--- config.mk ---
export PLATFORM = sky130hd
export DESIGN_NAME = parity_unit
export DESIGN_NICKNAME = d
export VERILOG_FILES = /design/src/rtl/parity_pkg.sv /design/src/rtl/parity_core.sv /design/src/rtl/parity_unit.sv
export SDC_FILE = /design/constraint.sdc
export NUM_CORES = 1
export LEC_CHECK = 0
export ABC_AREA = 1
export BUFFER_PORTS_ARGS = -buffer_cell sky130_fd_sc_hd__buf_2
export CAP_MARGIN = 20
export CORE_ASPECT_RATIO = 0.7
export CORE_UTILIZATION = 40
export DETAILED_ROUTE_END_ITERATION = 6
export PLACE_DENSITY = 0.72
export SLEW_MARGIN = 20
export SYNTH_ARGS = -nofsm -noshare
export SYNTH_HDL_FRONTEND = slang
export SYNTH_HIERARCHICAL = 1
export SYNTH_SLANG_ARGS = --single-unit
export TNS_END_PERCENT = 1
--- constraint.sdc ---
create_clock -name clk -period 1.6 [get_ports clk]
set_input_delay 0.08 -clock clk [delete_from_list [all_inputs] [get_ports clk]]
set_output_delay 0.08 -clock clk [all_outputs]
set_load 0.02 [all_outputs]
--- src/rtl/parity_pkg.sv ---
// Shared encodings for the parity unit.
//   par_typ_e  : parity mode selected by PAR_TYP
//   rx_state_e : RX check FSM states
package parity_pkg;

  typedef enum logic [1:0] {
    PAR_EVEN  = 2'b00,
    PAR_ODD   = 2'b01,
    PAR_MARK  = 2'b10,
    PAR_SPACE = 2'b11
  } par_typ_e;

  typedef enum logic [1:0] {
    RX_IDLE   = 2'b00,
    RX_DATA   = 2'b01,
    RX_PAR    = 2'b10,
    RX_REPORT = 2'b11
  } rx_state_e;

endpackage

--- src/rtl/parity_core.sv ---
// Combinational parity generator: value + mode -> expected parity bit.
// Ports:
//   value [WIDTH-1:0] : word whose parity is computed
//   mode  [1:0]       : parity mode (par_typ_e encoding)
//   en                : 0 forces the result to 0
//   par               : resulting parity bit
module parity_core
  import parity_pkg::*;
#(
  parameter int unsigned WIDTH = 8
) (
  input  logic [WIDTH-1:0] value,
  input  logic [1:0]       mode,
  input  logic             en,
  output logic             par
);

  always_comb begin
    par = 1'b0;
    if (en) begin
      unique case (par_typ_e'(mode))
        PAR_EVEN:  par = ^value;
        PAR_ODD:   par = ~(^value);
        PAR_MARK:  par = 1'b1;
        PAR_SPACE: par = 1'b0;
        default:   par = 1'b0;
      endcase
    end
  end

endmodule

--- src/rtl/parity_unit.sv ---
// Parity unit: TX parity generation plus serial RX parity check.
// Ports:
//   clk, rst                 : clock, asynchronous active-low reset
//   P_DATA, Data_Valid, busy : TX word, capture strobe, capture blocker
//   PAR_EN, PAR_TYP          : parity enable and mode (shared TX/RX)
//   par_bit                  : registered TX parity bit
//   rx_start, rx_bit, rx_stb : RX frame start, serial bit, bit strobe
//   chk_busy, chk_done       : RX frame in progress, end-of-frame pulse
//   par_err                  : parity mismatch pulse with chk_done
module parity_unit
  import parity_pkg::*;
#(
  parameter int unsigned DATA_WIDTH = 8
) (
  input  logic                  clk,
  input  logic                  rst,
  input  logic [DATA_WIDTH-1:0] P_DATA,
  input  logic                  Data_Valid,
  input  logic                  busy,
  input  logic                  PAR_EN,
  input  logic [1:0]            PAR_TYP,
  output logic                  par_bit,
  input  logic                  rx_start,
  input  logic                  rx_bit,
  input  logic                  rx_stb,
  output logic                  chk_busy,
  output logic                  chk_done,
  output logic                  par_err
);

  localparam int unsigned   CW       = $clog2(DATA_WIDTH + 1);
  localparam logic [CW-1:0] LAST_IDX = CW'(DATA_WIDTH - 1);

  logic            par_q, par_d;
  logic            tx_par;
  rx_state_e       state_q, state_d;
  logic [CW-1:0]   cnt_q, cnt_d;
  logic            acc_q, acc_d;
  logic            pen_q, pen_d;
  logic [1:0]      ptyp_q, ptyp_d;
  logic            err_q, err_d;
  logic            rx_exp;

  parity_core #(.WIDTH(DATA_WIDTH)) u_tx_core (
    .value (P_DATA),
    .mode  (PAR_TYP),
    .en    (PAR_EN),
    .par   (tx_par)
  );

  // The accumulator already holds the XOR of all received data bits,
  // so a 1-bit instance yields the expected parity for the latched mode.
  parity_core #(.WIDTH(1)) u_rx_core (
    .value (acc_q),
    .mode  (ptyp_q),
    .en    (1'b1),
    .par   (rx_exp)
  );

  // State register
  always_ff @(posedge clk or negedge rst) begin
    if (!rst) begin
      par_q   <= 1'b0;
      state_q <= RX_IDLE;
      cnt_q   <= '0;
      acc_q   <= 1'b0;
      pen_q   <= 1'b0;
      ptyp_q  <= '0;
      err_q   <= 1'b0;
    end else begin
      par_q   <= par_d;
      state_q <= state_d;
      cnt_q   <= cnt_d;
      acc_q   <= acc_d;
      pen_q   <= pen_d;
      ptyp_q  <= ptyp_d;
      err_q   <= err_d;
    end
  end

  // TX capture
  always_comb begin
    par_d = par_q;
    if (Data_Valid && !busy) par_d = tx_par;
  end

  // RX next state
  always_comb begin
    state_d = state_q;
    cnt_d   = cnt_q;
    acc_d   = acc_q;
    pen_d   = pen_q;
    ptyp_d  = ptyp_q;
    err_d   = err_q;
    unique case (state_q)
      RX_IDLE: begin
        if (rx_start) begin
          state_d = RX_DATA;
          cnt_d   = '0;
          acc_d   = 1'b0;
          err_d   = 1'b0;
          pen_d   = PAR_EN;
          ptyp_d  = PAR_TYP;
        end
      end
      RX_DATA: begin
        if (rx_stb) begin
          acc_d = acc_q ^ rx_bit;
          cnt_d = cnt_q + CW'(1);
          if (cnt_q == LAST_IDX) state_d = pen_q ? RX_PAR : RX_REPORT;
        end
      end
      RX_PAR: begin
        if (rx_stb) begin
          err_d   = rx_bit ^ rx_exp;
          state_d = RX_REPORT;
        end
      end
      RX_REPORT: state_d = RX_IDLE;
      default:   state_d = RX_IDLE;
    endcase
  end

  // Outputs
  always_comb begin
    chk_busy = (state_q == RX_DATA) || (state_q == RX_PAR);
    chk_done = (state_q == RX_REPORT);
    par_err  = (state_q == RX_REPORT) && err_q;
  end

  assign par_bit = par_q;

endmodule

==> qor.txt <==
Core Box Area: 0.00221 mm^2
N_diodes: 0
RSZ-0062 raised after global routing: false
Final Max Slew Viols: 0
HP Class: in2reg
HPWL Detailed: 1.52 mm
IO buf count: 21
Clock Path Buffers: 2
Share of cells above drive strength 1: 0.244
Via count: 908
Residual DRC: 0
Global-route wire length before repair: 3.39 mm
Endpoints failing setup: 0
Critical path startpoint category: flip-flop
GRT Util Overall: 0.177
Clock Skews: 0.00565 ns
Sequential fraction of the synthesis area: 0.313
Pleak: 0.685 nW
FF-to-FF Start: state_q[0]$_DFFE_PN0P_
Max Cap Viol: 0
Crit path launch: state_q[0]$_DFFE_PN0P_
VDD IR max: 0.696 mV
Die height: 43.0 um
Syn-to-layout area delta: 21.0%
Clock buffer count from CTS: 3
Initial Util: 0.434
Largest family of logic cells by synthesized area: simple AND/OR/NAND/NOR gates
Most frequent cells in the layout: nand2_1, inv_1, buf_2
Vias per inst: 4.45
Clock Latency Late Sink: 0.28 ns
Die W: 60.5 um
Final GP Congestion: 0.786
Drt wl/cell: 9.25 um
Final min period: 1.44 ns
Synth Area in Compound Gates: 0.0587
Library cells used by synthesis: 20
Final Cycle Share: 0.898
Detailed Route WL: 1.89 mm
CTS resizes: 0
Congestion Overflow GR: 0
Post-Synth Adder-Cell Area: 0.0914
Critical path type: reg2reg
Io pins: 22
Pre-Repair DR Iteration Count: 6
Cells after Synth: 145
Crit. End Element: flip-flop
Status: complete, no violations
Fmax achieved: 696 MHz
CP required: 1.77 ns
Num Clock Sinks: 12
Simple-gate share of the synthesized area: 0.397
Largest net degree at the start of global routing: 13
#FFs+latches synth: 12
Post-synthesis mux area share: 0.0235
Vias in the first global route: 817
Row count: 14
Final Util: 0.526
Initial antenna violation count: 0
Post-synthesis cell area: 958 um^2
P per Cell Area: 1410 mW/mm^2
Clock root cell: clkbuf_4
CTS HTree Levels: 1
Nets: 198
Detailed Route Iter0 Violations: 52
Yosys warns: 6
XOR/XNOR Fraction of Synth Area: 0.0183
Clock transition at the registers of the reported paths: 0.08 ns
CTS tree: done
Synthesized net count: 170
Crit Path Max Fanout: 6
Commonest non-fill, non-tap cell in the layout: nand2_1
Avg Inst Size Synth: 6.61 um^2
TNS Setup: 0 ns
Final hold viol count: 0
Hold path startpoint: busy
Die Area: 0.00260 mm^2
Final ANT Viol Nets: 0
Worst path arrival time: 1.61 ns
-- registers in the layout (all words and copies together), names as in the netlist --
name     flops
err_q        1
par_bit      1
acc_q        1
state_q      2
cnt_q        4
ptyp_q       2
pen_q        1
-- routing by layer --
metal,vias to the layer above,GRT usage,wire length [um],part of all wire
met2,15,0.288,832,0.44
li1,497,-,-,-
met1,391,0.222,963,0.51
met3,5,0.0640,74,0.039
met4,0,0.0409,18,0.0095
met5,-,0,0,0
-- power breakdown --
part | total [W] | internal [W] | switching [W]
clock network | 0.000249 | 0.000139 | 0.000111
registers | 0.000523 | 0.000419 | 0.000104
logic | 0.000868 | 0.000340 | 0.000528
total | 0.00164 | 0.000897 | 0.000744
-- layout make-up --
cell class | instances | area, um^2
inverters | 24 | 90.1
clock buffers | 4 | 36.3
multi-input cells | 109 | 568
well taps | 32 | 40.0
fillers | 224 | 1050
flip-flops and latches | 12 | 300
repair buffers | 23 | 125
-- worst max-delay path: stages, from the launching register on --
cell	delay, ns
dfrtp_1	0.44
inv_1	0.13
ha_1	0.27
nand2_1	0.08
nand2_1	0.08
nor2_2	0.14
nand2_1	0.09
nand2_1	0.06
nand2_1	0.05
-- logic make-up (layout without fill, tap and decap cells) --
logic type	count (synthesis)	in the layout
AOI/OAI and AO/OA	11	11
xor gates and xnor gates	2	2
adders and majority gates	7	7
buffers and inverters	24	51
DFF	12	12
muxes	2	2
other	1	1
and+or+nand+nor	86	86
-- through the flow --
step | cells | setup WS, ns | hold slack, ns | power, W | area [um^2]
2_1_floorplan | 145 | 0.319 | -0.216 | 0.00119 | 958
3_3_place_gp | 198 | 0.265 | -0.0230 | 0.00135 | 1100
3_5_place_dp | 198 | 0.171 | -0.0205 | 0.00140 | 1100
4_1_cts | 204 | 0.164 | 0.0472 | 0.00166 | 1160
5_1_grt | 204 | 0.0208 | 0.0434 | 0.00183 | 1160
6_report | 204 | 0.163 | 0.0571 | 0.00164 | 1160
-- final timing paths --
kind                                     endpoint  slack (ns)  cells after the start
max                        state_q[0]$_DFFE_PN0P_        0.16                      8
min                           par_bit$_DFFE_PN0P_        0.06                      3
max reg2reg                state_q[0]$_DFFE_PN0P_        0.16                      8
min reg2reg                     err_q$_DFFE_PN0P_        0.50                      2
max in group asynchronous       err_q$_DFFE_PN0P_        1.16                      2
min in group asynchronous     par_bit$_DFFE_PN0P_        0.21                      2
-- cell usage after synthesis --
cell | instances | area [um^2]
nor2_2 | 2 | 12.5
conb_1 | 1 | 3.75
ha_1 | 7 | 87.6
o21ai_1 | 6 | 30.0
or2_4 | 1 | 8.76
nand3_1 | 7 | 35.0
nand4_1 | 2 | 12.5
mux2_2 | 2 | 22.5
xor2_1 | 2 | 17.5
nand2_4 | 1 | 11.3
a31oi_1 | 1 | 6.26
o21ai_0 | 2 | 10.0
inv_1 | 22 | 82.6
nor2_1 | 12 | 45.0
nand2_1 | 51 | 191
inv_2 | 2 | 7.51
a21oi_1 | 2 | 10.0
dfrtp_1 | 12 | 300
nand2_2 | 9 | 56.3
nand3b_1 | 1 | 7.51
-- timing repair --
| action | CTS | global route |
|---|---|---|
| hold endpoints to repair | 13 | 0 |
| hold buffers | 2 | 0 |
| setup buffers | 0 | 0 |
Note: power is estimated with default switching activity, not from simulation.
